**src/rtl/alu_cmd_sequencer_if.sv**
```systemverilog
// rtl/alu_cmd_sequencer_if.sv - command, ALU and response channel bundle for alu_cmd_sequencer
interface alu_cmd_sequencer_if #(
  parameter int DW = 8
);
  // Command channel (upstream -> sequencer)
  logic          cmd_valid;
  logic          cmd_ready;
  logic          cmd_load;
  logic [2:0]    cmd_op;
  logic [1:0]    cmd_rd;
  logic [1:0]    cmd_ra;
  logic [1:0]    cmd_rb;
  logic [DW-1:0] cmd_imm;

  // Combinational ALU side
  logic [DW-1:0] alu_a;
  logic [DW-1:0] alu_b;
  logic [2:0]    alu_op;
  logic [DW-1:0] alu_out;

  // Response channel (sequencer -> consumer)
  logic          rsp_valid;
  logic          rsp_ready;
  logic [DW-1:0] rsp_data;
  logic [1:0]    rsp_rd;
  logic          rsp_err;

  // Sequencer view
  modport slave (
    input  cmd_valid, cmd_load, cmd_op, cmd_rd, cmd_ra, cmd_rb, cmd_imm,
    output cmd_ready,
    output alu_a, alu_b, alu_op,
    input  alu_out,
    output rsp_valid, rsp_data, rsp_rd, rsp_err,
    input  rsp_ready
  );

  // Upstream issuer / ALU / consumer view
  modport master (
    output cmd_valid, cmd_load, cmd_op, cmd_rd, cmd_ra, cmd_rb, cmd_imm,
    input  cmd_ready,
    input  alu_a, alu_b, alu_op,
    output alu_out,
    input  rsp_valid, rsp_data, rsp_rd, rsp_err,
    output rsp_ready
  );
endinterface

```
**src/rtl/alu_cmd_sequencer.sv**
```systemverilog
// rtl/alu_cmd_sequencer.sv - transaction-level command sequencer for the 8-bit combinational ALU
module alu_cmd_sequencer #(
  parameter int DW    = 8,
  parameter int NREGS = 4,
  parameter int CNTW  = 16
) (
  input  logic                 clk_i,
  input  logic                 rst_i,
  alu_cmd_sequencer_if.slave   bus,
  output logic [CNTW-1:0]      op_count_o,
  output logic                 busy_o
);

  localparam logic [1:0] S_IDLE    = 2'd0;
  localparam logic [1:0] S_ISSUE   = 2'd1;
  localparam logic [1:0] S_CAPTURE = 2'd2;
  localparam logic [1:0] S_RESP    = 2'd3;

  logic [1:0]      state_q,    state_d;
  logic [DW-1:0]   regs_q [NREGS];
  logic [DW-1:0]   regs_d [NREGS];
  logic [1:0]      rd_q,       rd_d;
  logic [DW-1:0]   alu_a_q,    alu_a_d;
  logic [DW-1:0]   alu_b_q,    alu_b_d;
  logic [2:0]      alu_op_q,   alu_op_d;
  logic [DW-1:0]   rsp_data_q, rsp_data_d;
  logic [1:0]      rsp_rd_q,   rsp_rd_d;
  logic            rsp_err_q,  rsp_err_d;
  logic [CNTW-1:0] op_count_q, op_count_d;

  // Next-state logic: one command in flight, walking IDLE -> (ISSUE -> CAPTURE ->) RESP -> IDLE
  always_comb begin
    state_d    = state_q;
    regs_d     = regs_q;
    rd_d       = rd_q;
    alu_a_d    = alu_a_q;
    alu_b_d    = alu_b_q;
    alu_op_d   = alu_op_q;
    rsp_data_d = rsp_data_q;
    rsp_rd_d   = rsp_rd_q;
    rsp_err_d  = rsp_err_q;
    op_count_d = op_count_q;

    case (state_q)
      S_IDLE: begin
        if (bus.cmd_valid) begin
          rd_d = bus.cmd_rd;
          if (bus.cmd_load) begin
            regs_d[bus.cmd_rd] = bus.cmd_imm;
            rsp_data_d         = bus.cmd_imm;
            rsp_rd_d           = bus.cmd_rd;
            rsp_err_d          = 1'b0;
            state_d            = S_RESP;
          end else begin
            // Operands are read here, so rd may alias ra/rb and still see old values
            alu_a_d  = regs_q[bus.cmd_ra];
            alu_b_d  = regs_q[bus.cmd_rb];
            alu_op_d = bus.cmd_op;
            state_d  = S_ISSUE;
          end
        end
      end

      S_ISSUE: begin
        // Give the combinational ALU a full cycle with stable inputs
        state_d = S_CAPTURE;
      end

      S_CAPTURE: begin
        rsp_data_d = bus.alu_out;
        rsp_rd_d   = rd_q;
        if (alu_op_q[2:1] == 2'b11) begin
          rsp_err_d = 1'b1;
        end else begin
          regs_d[rd_q] = bus.alu_out;
          rsp_err_d    = 1'b0;
        end
        state_d = S_RESP;
      end

      S_RESP: begin
        if (bus.rsp_ready) begin
          if (op_count_q != {CNTW{1'b1}}) begin
            op_count_d = op_count_q + 1'b1;
          end
          state_d = S_IDLE;
        end
      end

      default: state_d = S_IDLE;
    endcase
  end

  // State registers; reset drops any in-flight command without a response
  always_ff @(posedge clk_i) begin
    if (rst_i) begin
      state_q    <= S_IDLE;
      for (int i = 0; i < NREGS; i++) begin
        regs_q[i] <= '0;
      end
      rd_q       <= '0;
      alu_a_q    <= '0;
      alu_b_q    <= '0;
      alu_op_q   <= '0;
      rsp_data_q <= '0;
      rsp_rd_q   <= '0;
      rsp_err_q  <= 1'b0;
      op_count_q <= '0;
    end else begin
      state_q    <= state_d;
      regs_q     <= regs_d;
      rd_q       <= rd_d;
      alu_a_q    <= alu_a_d;
      alu_b_q    <= alu_b_d;
      alu_op_q   <= alu_op_d;
      rsp_data_q <= rsp_data_d;
      rsp_rd_q   <= rsp_rd_d;
      rsp_err_q  <= rsp_err_d;
      op_count_q <= op_count_d;
    end
  end

  assign bus.cmd_ready = (state_q == S_IDLE);
  assign bus.rsp_valid = (state_q == S_RESP);
  assign bus.rsp_data  = rsp_data_q;
  assign bus.rsp_rd    = rsp_rd_q;
  assign bus.rsp_err   = rsp_err_q;
  assign bus.alu_a     = alu_a_q;
  assign bus.alu_b     = alu_b_q;
  assign bus.alu_op    = alu_op_q;
  assign op_count_o    = op_count_q;
  assign busy_o        = (state_q != S_IDLE);

endmodule

```
**src/flat_wrapper.sv**
```systemverilog
// flat-port wrapper written by rule: the top's interface ports become plain ports
module alu_cmd_sequencer_flat 
#(
  parameter int DW    = 8,
  parameter int NREGS = 4,
  parameter int CNTW  = 16
)
  (clk_i, rst_i, op_count_o, busy_o, bus_cmd_valid, bus_cmd_load, bus_cmd_op, bus_cmd_rd, bus_cmd_ra, bus_cmd_rb, bus_cmd_imm, bus_cmd_ready, bus_alu_a, bus_alu_b, bus_alu_op, bus_alu_out, bus_rsp_valid, bus_rsp_data, bus_rsp_rd, bus_rsp_err, bus_rsp_ready);
  alu_cmd_sequencer_if #(.DW(DW)) bus_i ();
  input  logic clk_i;
  input  logic rst_i;
  output logic [CNTW-1:0] op_count_o;
  output logic busy_o;
  input wire logic [$bits(bus_i.cmd_valid)-1:0] bus_cmd_valid;
  input wire logic [$bits(bus_i.cmd_load)-1:0] bus_cmd_load;
  input wire logic [$bits(bus_i.cmd_op)-1:0] bus_cmd_op;
  input wire logic [$bits(bus_i.cmd_rd)-1:0] bus_cmd_rd;
  input wire logic [$bits(bus_i.cmd_ra)-1:0] bus_cmd_ra;
  input wire logic [$bits(bus_i.cmd_rb)-1:0] bus_cmd_rb;
  input wire logic [$bits(bus_i.cmd_imm)-1:0] bus_cmd_imm;
  output wire logic [$bits(bus_i.cmd_ready)-1:0] bus_cmd_ready;
  output wire logic [$bits(bus_i.alu_a)-1:0] bus_alu_a;
  output wire logic [$bits(bus_i.alu_b)-1:0] bus_alu_b;
  output wire logic [$bits(bus_i.alu_op)-1:0] bus_alu_op;
  input wire logic [$bits(bus_i.alu_out)-1:0] bus_alu_out;
  output wire logic [$bits(bus_i.rsp_valid)-1:0] bus_rsp_valid;
  output wire logic [$bits(bus_i.rsp_data)-1:0] bus_rsp_data;
  output wire logic [$bits(bus_i.rsp_rd)-1:0] bus_rsp_rd;
  output wire logic [$bits(bus_i.rsp_err)-1:0] bus_rsp_err;
  input wire logic [$bits(bus_i.rsp_ready)-1:0] bus_rsp_ready;
  assign bus_i.cmd_valid = bus_cmd_valid;
  assign bus_i.cmd_load = bus_cmd_load;
  assign bus_i.cmd_op = bus_cmd_op;
  assign bus_i.cmd_rd = bus_cmd_rd;
  assign bus_i.cmd_ra = bus_cmd_ra;
  assign bus_i.cmd_rb = bus_cmd_rb;
  assign bus_i.cmd_imm = bus_cmd_imm;
  assign bus_cmd_ready = bus_i.cmd_ready;
  assign bus_alu_a = bus_i.alu_a;
  assign bus_alu_b = bus_i.alu_b;
  assign bus_alu_op = bus_i.alu_op;
  assign bus_i.alu_out = bus_alu_out;
  assign bus_rsp_valid = bus_i.rsp_valid;
  assign bus_rsp_data = bus_i.rsp_data;
  assign bus_rsp_rd = bus_i.rsp_rd;
  assign bus_rsp_err = bus_i.rsp_err;
  assign bus_i.rsp_ready = bus_rsp_ready;
  alu_cmd_sequencer #(.DW(DW), .NREGS(NREGS), .CNTW(CNTW)) u_core (.clk_i(clk_i), .rst_i(rst_i), .bus(bus_i), .op_count_o(op_count_o), .busy_o(busy_o));
endmodule
```
**config.mk**
```make
export PLATFORM = sky130hd
export DESIGN_NAME = alu_cmd_sequencer_flat
export DESIGN_NICKNAME = d
export VERILOG_FILES = /design/src/rtl/alu_cmd_sequencer_if.sv /design/src/rtl/alu_cmd_sequencer.sv /design/src/flat_wrapper.sv
export SDC_FILE = /design/constraint.sdc
export NUM_CORES = 1
export LEC_CHECK = 0
export CAP_MARGIN = 20
export CORE_ASPECT_RATIO = 0.5
export CORE_MARGIN = 10
export CORE_UTILIZATION = 54
export CTS_BUF_LIST = sky130_fd_sc_hd__clkbuf_4 sky130_fd_sc_hd__clkbuf_8
export CTS_CLUSTER_SIZE = 14
export DETAILED_ROUTE_END_ITERATION = 6
export PLACE_DENSITY = 0.83
export SETUP_SLACK_MARGIN = 0.2
export SLEW_MARGIN = 40
export SYNTH_ARGS = -nofsm -noshare
export SYNTH_HDL_FRONTEND = slang
export SYNTH_SLANG_ARGS = --single-unit
```
**constraint.sdc**
```tcl
create_clock -name clk_i -period 2.05 [get_ports clk_i]
set_input_delay 0.3075 -clock clk_i [delete_from_list [all_inputs] [get_ports clk_i]]
set_output_delay 0.3075 -clock clk_i [all_outputs]
set_load 0.02 [all_outputs]
```
# Word-level counts from Yosys, hierarchy flattened
# Index checks and enable logic that the tools add are counted.
[totals] out_inout_bits=49 elab_cells=75 regBits=82 input_bits=30
[classes] n_bitwise=5 reduce_logical=11 eq_ne=9 n_mux=30 n_lt_le_gt_ge=6 addsub=1
[ops] op="$mux W32" count=3
[ops] op="$bwmux W32" count=2
[ops] op="$mux W8" count=8
[ops] op="$pmux W32 S2" count=1
[ops] op="$bmux W8 S2" count=2
[ops] op="$demux W8 S2" count=2
[ops] op="$add A16 B1 Y16 const B" count=1
[ops] op="$ne A16 B16 Y1 const B" count=1
[ops] op="$pmux W8 S2" count=1
[ops] op="$ge A3 B3 Y1 const B" count=4
[ops] op="$not A2 Y3" count=4
[ops] op="$mux W2" count=5
[ops] op="$reduce_and A3 Y1" count=3
[ops] op="$pmux W2 S4" count=1
[ops] op="$eq A2 B2 Y1 const B" count=3
[ops] op="$lt A3 B1 Y1 const B" count=2
[ops] op="$ne A2 B2 Y1 const B" count=3
[ops] op="$pmux W2 S2" count=1
[ops] op="$reduce_and A2 Y1" count=2
[ops] op="$reduce_and A4 Y1" count=1
[ops] op="$reduce_bool A2 Y1" count=2
[ops] op="$mux W1" count=3
[ops] op="$eq A2 B1 Y1 const B" count=1
[ops] op="$logic_and A1 B1 Y1" count=2
[ops] op="other kinds (4)" count=4

# Depth between registers and ports, before layout
[logic_depth] word_depth=9 ltp_mapped=9 mapped_depth_nobuf=6

# Least setup slack after synthesis
# No wires, ideal clock.
[synth_path] path_type="reg2reg" start="reg u_core.op_count_q[0], in the netlist u_core.op_count_o[0]" end="reg u_core.op_count_q[14], in the netlist u_core.op_count_o[14]" arrival_ns=1.958 n_path_buf=0 slack_ns=0.022 path_stages_with_launch=6 t_required_ns=1.980 setup_ns=0.070 synth_period_minus_slack_ns=2.028 cell_sequence="dfxtp_1 ha_1 nand4_1 or2_2 or4b_2 a21oi_1"
[synth_between] elab_chain_len=2 elab_cells_between_ends=3 cone_classes="add/sub: 1; eq/ne: 1; reduce/logical: 1"
[synth_lines] element="start, declared" line_no="alu_cmd_sequencer.sv:29" text="logic [CNTW-1:0] op_count_q, op_count_d;"
[synth_lines] element="start signal, assigned" line_no="alu_cmd_sequencer.sv:119" text="op_count_q <= op_count_d;"
[synth_lines] element="parallel branches: the longest is 2 deep, another holds $add A16 B1 Y16"
# Several ways; the timed one is not identified.
# A chain may end at the register's enable or synchronous reset.

# Worst setup path after layout
[layout_path] start="reg u_core.op_count_q[0], in the netlist u_core.op_count_o[0]" end="reg u_core.op_count_q[10], in the netlist u_core.op_count_o[10]"
# The elaborated chain is that of the path after synthesis.

==> metrics <==
area growth from synthesis to final layout=38.51%; Die ar.=about 0.012 mm^2; CP delay by family, top=simple AND/OR/NAND/NOR gates; register bit total from synthesis=82; total half-perimeter wirelength after legalization and detailed placement=9.217 mm; Synth top cells by count=82 x sky130_fd_sc_hd__dfxtp_1, 56 x sky130_fd_sc_hd__nand2_1, 55 x sky130_fd_sc_hd__a21oi_1; worst hold-check path type=input pin to flop; placeable core area=roughly 0.0073 mm^2; cell area after placement=slightly above 0.005 mm^2; initial standard-cell utilization of the core=0.5560; layout cell share with drive strength beyond 1=0.2003; Diodes inserted=0; status=finished, final reports clean; Fillers=between 500 and 600; final weighted congestion in routability-driven placement=~0.9; TritonCTS clock tree=yes; clock transition time at the flip-flop clock pins of the worst setup and hold paths=~0.09 ns; number of setup violations in the final report=0; Critical Path End Type=flop; syn_area_per_cell=approximately 8.6 um^2; largest fanout on the critical path=5; die extent in x=between 100 and 150 um; final cell area excluding filler cells=about 0.0056 mm^2; number of vias after detailed routing=between 4000 and 5000; average wire length per cell after detail routing=slightly above 20 um; Critical Path AT=roughly 2.2 ns; remaining antenna violation count after routing=0; EDFF count, synth=0; Seq pwr share=0.350; shortest clock period the worst path allows after layout=1.957 ns; maximum vdd drop=~0.6 mV; dominant register cell in the synthesized netlist=sky130_fd_sc_hd__dfxtp_1; RSZ-0062 raised after global routing=yes; drt first pass iters=6; data required time at the worst endpoint=about 2.3 ns; hold slack final=~0.32 ns; library cell occupying the most area in the post-synthesis netlist=sky130_fd_sc_hd__dfxtp_1; crit path kind=flop to flop; max cap viols=0; timing-limited maximum frequency=slightly above 500 MHz; drt first-iter violations=around 540; number of antenna violations at the first check in global routing=0; number of slew-limit violations in the final report=0; Total GRT Usage=0.2231; site row count=22; clock skew=0.01247 ns; syn_nets=roughly 510; delay of the slowest cell on the worst path=around 0.55 ns; Clock Sinks=82; number of warnings printed during yosys synthesis=0; hold buffer count at cts=0; maximum number of pins on one net before global-route repair=70; worst slew margin relative to its limit=0.7445; CTS H-Tree Depth=3; source-to-sink clock delay at the later pin of the worst-skew pair=0.37 ns; proportion of total power due to net switching=0.3898; CTS Root Cell=sky130_fd_sc_hd__clkbuf_8; Gate power share=0.453; clock network fraction of total power=0.197; transition time of the tightest slew-check pin=about 0.38 ns; PD cells=1107 mW/mm^2; total CTS buffers=9; gate count after technology mapping=between 400 and 500; DRC violation count after routing=0; Tcrit/Tclk final=0.9547; Top Ports=79; total detailed-routing wirelength=roughly 14 mm; proportion of synthesized flip-flops having asynchronous set or reset=0; dominant cells by area after synthesis=sky130_fd_sc_hd__dfxtp_1 40%, sky130_fd_sc_hd__mux4_2 8.9%, sky130_fd_sc_hd__a21oi_1 6.8%, sky130_fd_sc_hd__nor3_1 6.4%, sky130_fd_sc_hd__nand2_1 5.2%; Static Leak=1.894 nW; part of the Yosys area used for sequential elements=0.4032; Critical Path Slowest Stage Cell=sky130_fd_sc_hd__or4_1; first-pass GRT wire length=slightly above 20 mm; number of nets in the final layout=slightly above 600; cells traversed along the worst timing path=ha_4 > nand4_1 > or2_4 > or4_1 > a21oi_1; synth unique cells=44; final global-route overflow total=0; cell with the most instances after synthesis=sky130_fd_sc_hd__dfxtp_1; total internal power=3.808 mW; switching power total=~2.4 mW; post-synth top area share=0.4032; via-per-instance ratio=6.330; mapped cell area=about 0.0041 mm^2; maximum buffer depth of the clock tree=2; Die Ht=between 80 and 90 um; total buffers and inverters traversed by the critical path=0; number of buffers added on ports=a little under 80; final total negative setup slack=0 ns; type of origin of the critical path=flop; final hold vios=0; via count of the first global-routing pass=~4000
-- cell usage in the layout, fill, tap and decap left out, types with 5 or more instances in the layout --
cell type	instances
sky130_fd_sc_hd__a211oi_1	10
sky130_fd_sc_hd__a21oi_1	54
sky130_fd_sc_hd__a22oi_1	8
sky130_fd_sc_hd__a311oi_1	8
sky130_fd_sc_hd__buf_12	5
sky130_fd_sc_hd__buf_4	41
sky130_fd_sc_hd__clkbuf_8	11
sky130_fd_sc_hd__clkdlybuf4s50_1	73
sky130_fd_sc_hd__dfxtp_1	74
sky130_fd_sc_hd__dfxtp_2	5
sky130_fd_sc_hd__inv_1	5
sky130_fd_sc_hd__mux4_2	16
sky130_fd_sc_hd__nand2_1	56
sky130_fd_sc_hd__nand2b_1	12
sky130_fd_sc_hd__nand3_1	9
sky130_fd_sc_hd__nand4_1	6
sky130_fd_sc_hd__nor2_1	24
sky130_fd_sc_hd__nor3_1	51
sky130_fd_sc_hd__o21a_1	5
sky130_fd_sc_hd__o21ai_0	5
sky130_fd_sc_hd__o22ai_1	25
sky130_fd_sc_hd__o31ai_1	5
sky130_fd_sc_hd__or4_1	5
-- power groups by stage --
stage               logic (mW)  clock network (mW)  registers, mW
finish                    2.83                1.23           2.18
global route              3.03                1.29           2.20
CTS                       2.60                1.23           2.14
detailed placement        2.57                   0           2.17
global placement          2.51                   0           2.15
floorplan                 1.52                   0           2.20
-- cell families (layout without fill, tap and decap cells) --
family / Yosys count / after routing / synth area share
compound gates: 130 / 130 / 0.1994
fa+ha+maj: 5 / 5 / 0.01537
buf+inv: 40 / 148 / 0.03872
flops: 82 / 82 / 0.4032
mux: 25 / 25 / 0.1122
simple gates: 189 / 189 / 0.2311
-- final cells by class --
| cell class | instances | area (um^2) | area share |
|---|---|---|---|
| Multi-Input combinational cell | 349 | 2407 | 0.4269 |
| Sequential cell | 82 | 1659 | 0.2942 |
| Timing Repair Buffer | 126 | 1219 | 0.2161 |
| Clock buffer | 12 | 158.9 | 0.02818 |
| Tap cell | 96 | 120.1 | 0.02130 |
| Clock inverter | 4 | 50.05 | 0.008875 |
| Inverter | 6 | 25.02 | 0.004438 |
-- layer usage --
| metal | GRT usage | wire [um] |
|---|---|---|
| met1 | 0.2724 | 5558 |
| met2 | 0.3687 | 6582 |
| met3 | 0.06694 | 1252 |
| met4 | 0.08691 | 511 |
| met5 | 0 | 0 |
-- metrics by stage --
stage	setup slack [ns]	instances	total power, mW	utilization
final	0.09277	675	6.241	0.7702
after global routing	0.03548	675	6.520	0.7702
after detailed placement	-0.04239	645	4.740	0.7057
after CTS	0.1210	665	5.970	0.7435
after floorplan	0.1309	471	3.721	-
after global placement	-0.04239	645	4.659	0.7057
-- path summary, 6_finish.rpt --
path	from	to	slack, ns	cells past startpoint
hold reg to reg	u_core.bus.alu_a[2]	u_core.bus.alu_a[2]	0.46	2
setup / recovery	u_core.op_count_o[0]	u_core.op_count_o[10]	0.09	5
hold / removal	rst_i	u_core.op_count_o[15]	0.32	2
setup reg to reg	u_core.op_count_o[0]	u_core.op_count_o[10]	0.09	5
-- registers in the layout, indices dropped and copies added, names as in the netlist --
register / flops
u_core.regs_q: 32
u_core.op_count_o: 16
u_core.bus.alu_a: 8
u_core.bus.alu_b: 8
u_core.bus.rsp_data: 8
u_core.bus.alu_op: 3
u_core.bus.rsp_rd: 2
u_core.rd_q: 2
u_core.state_q: 2
u_core.bus.rsp_err: 1
-- repair_timing --
item | 4_1_cts | 5_1_grt
hold endpoints to repair | 0 | 0
pin swaps | 3 | 8
setup endpoints to repair | 16 | 72
setup buffers | 4 | 9
gates resized for setup | 12 | 24
gates cloned | 0 | 1
(Power assumes the default switching activity.)
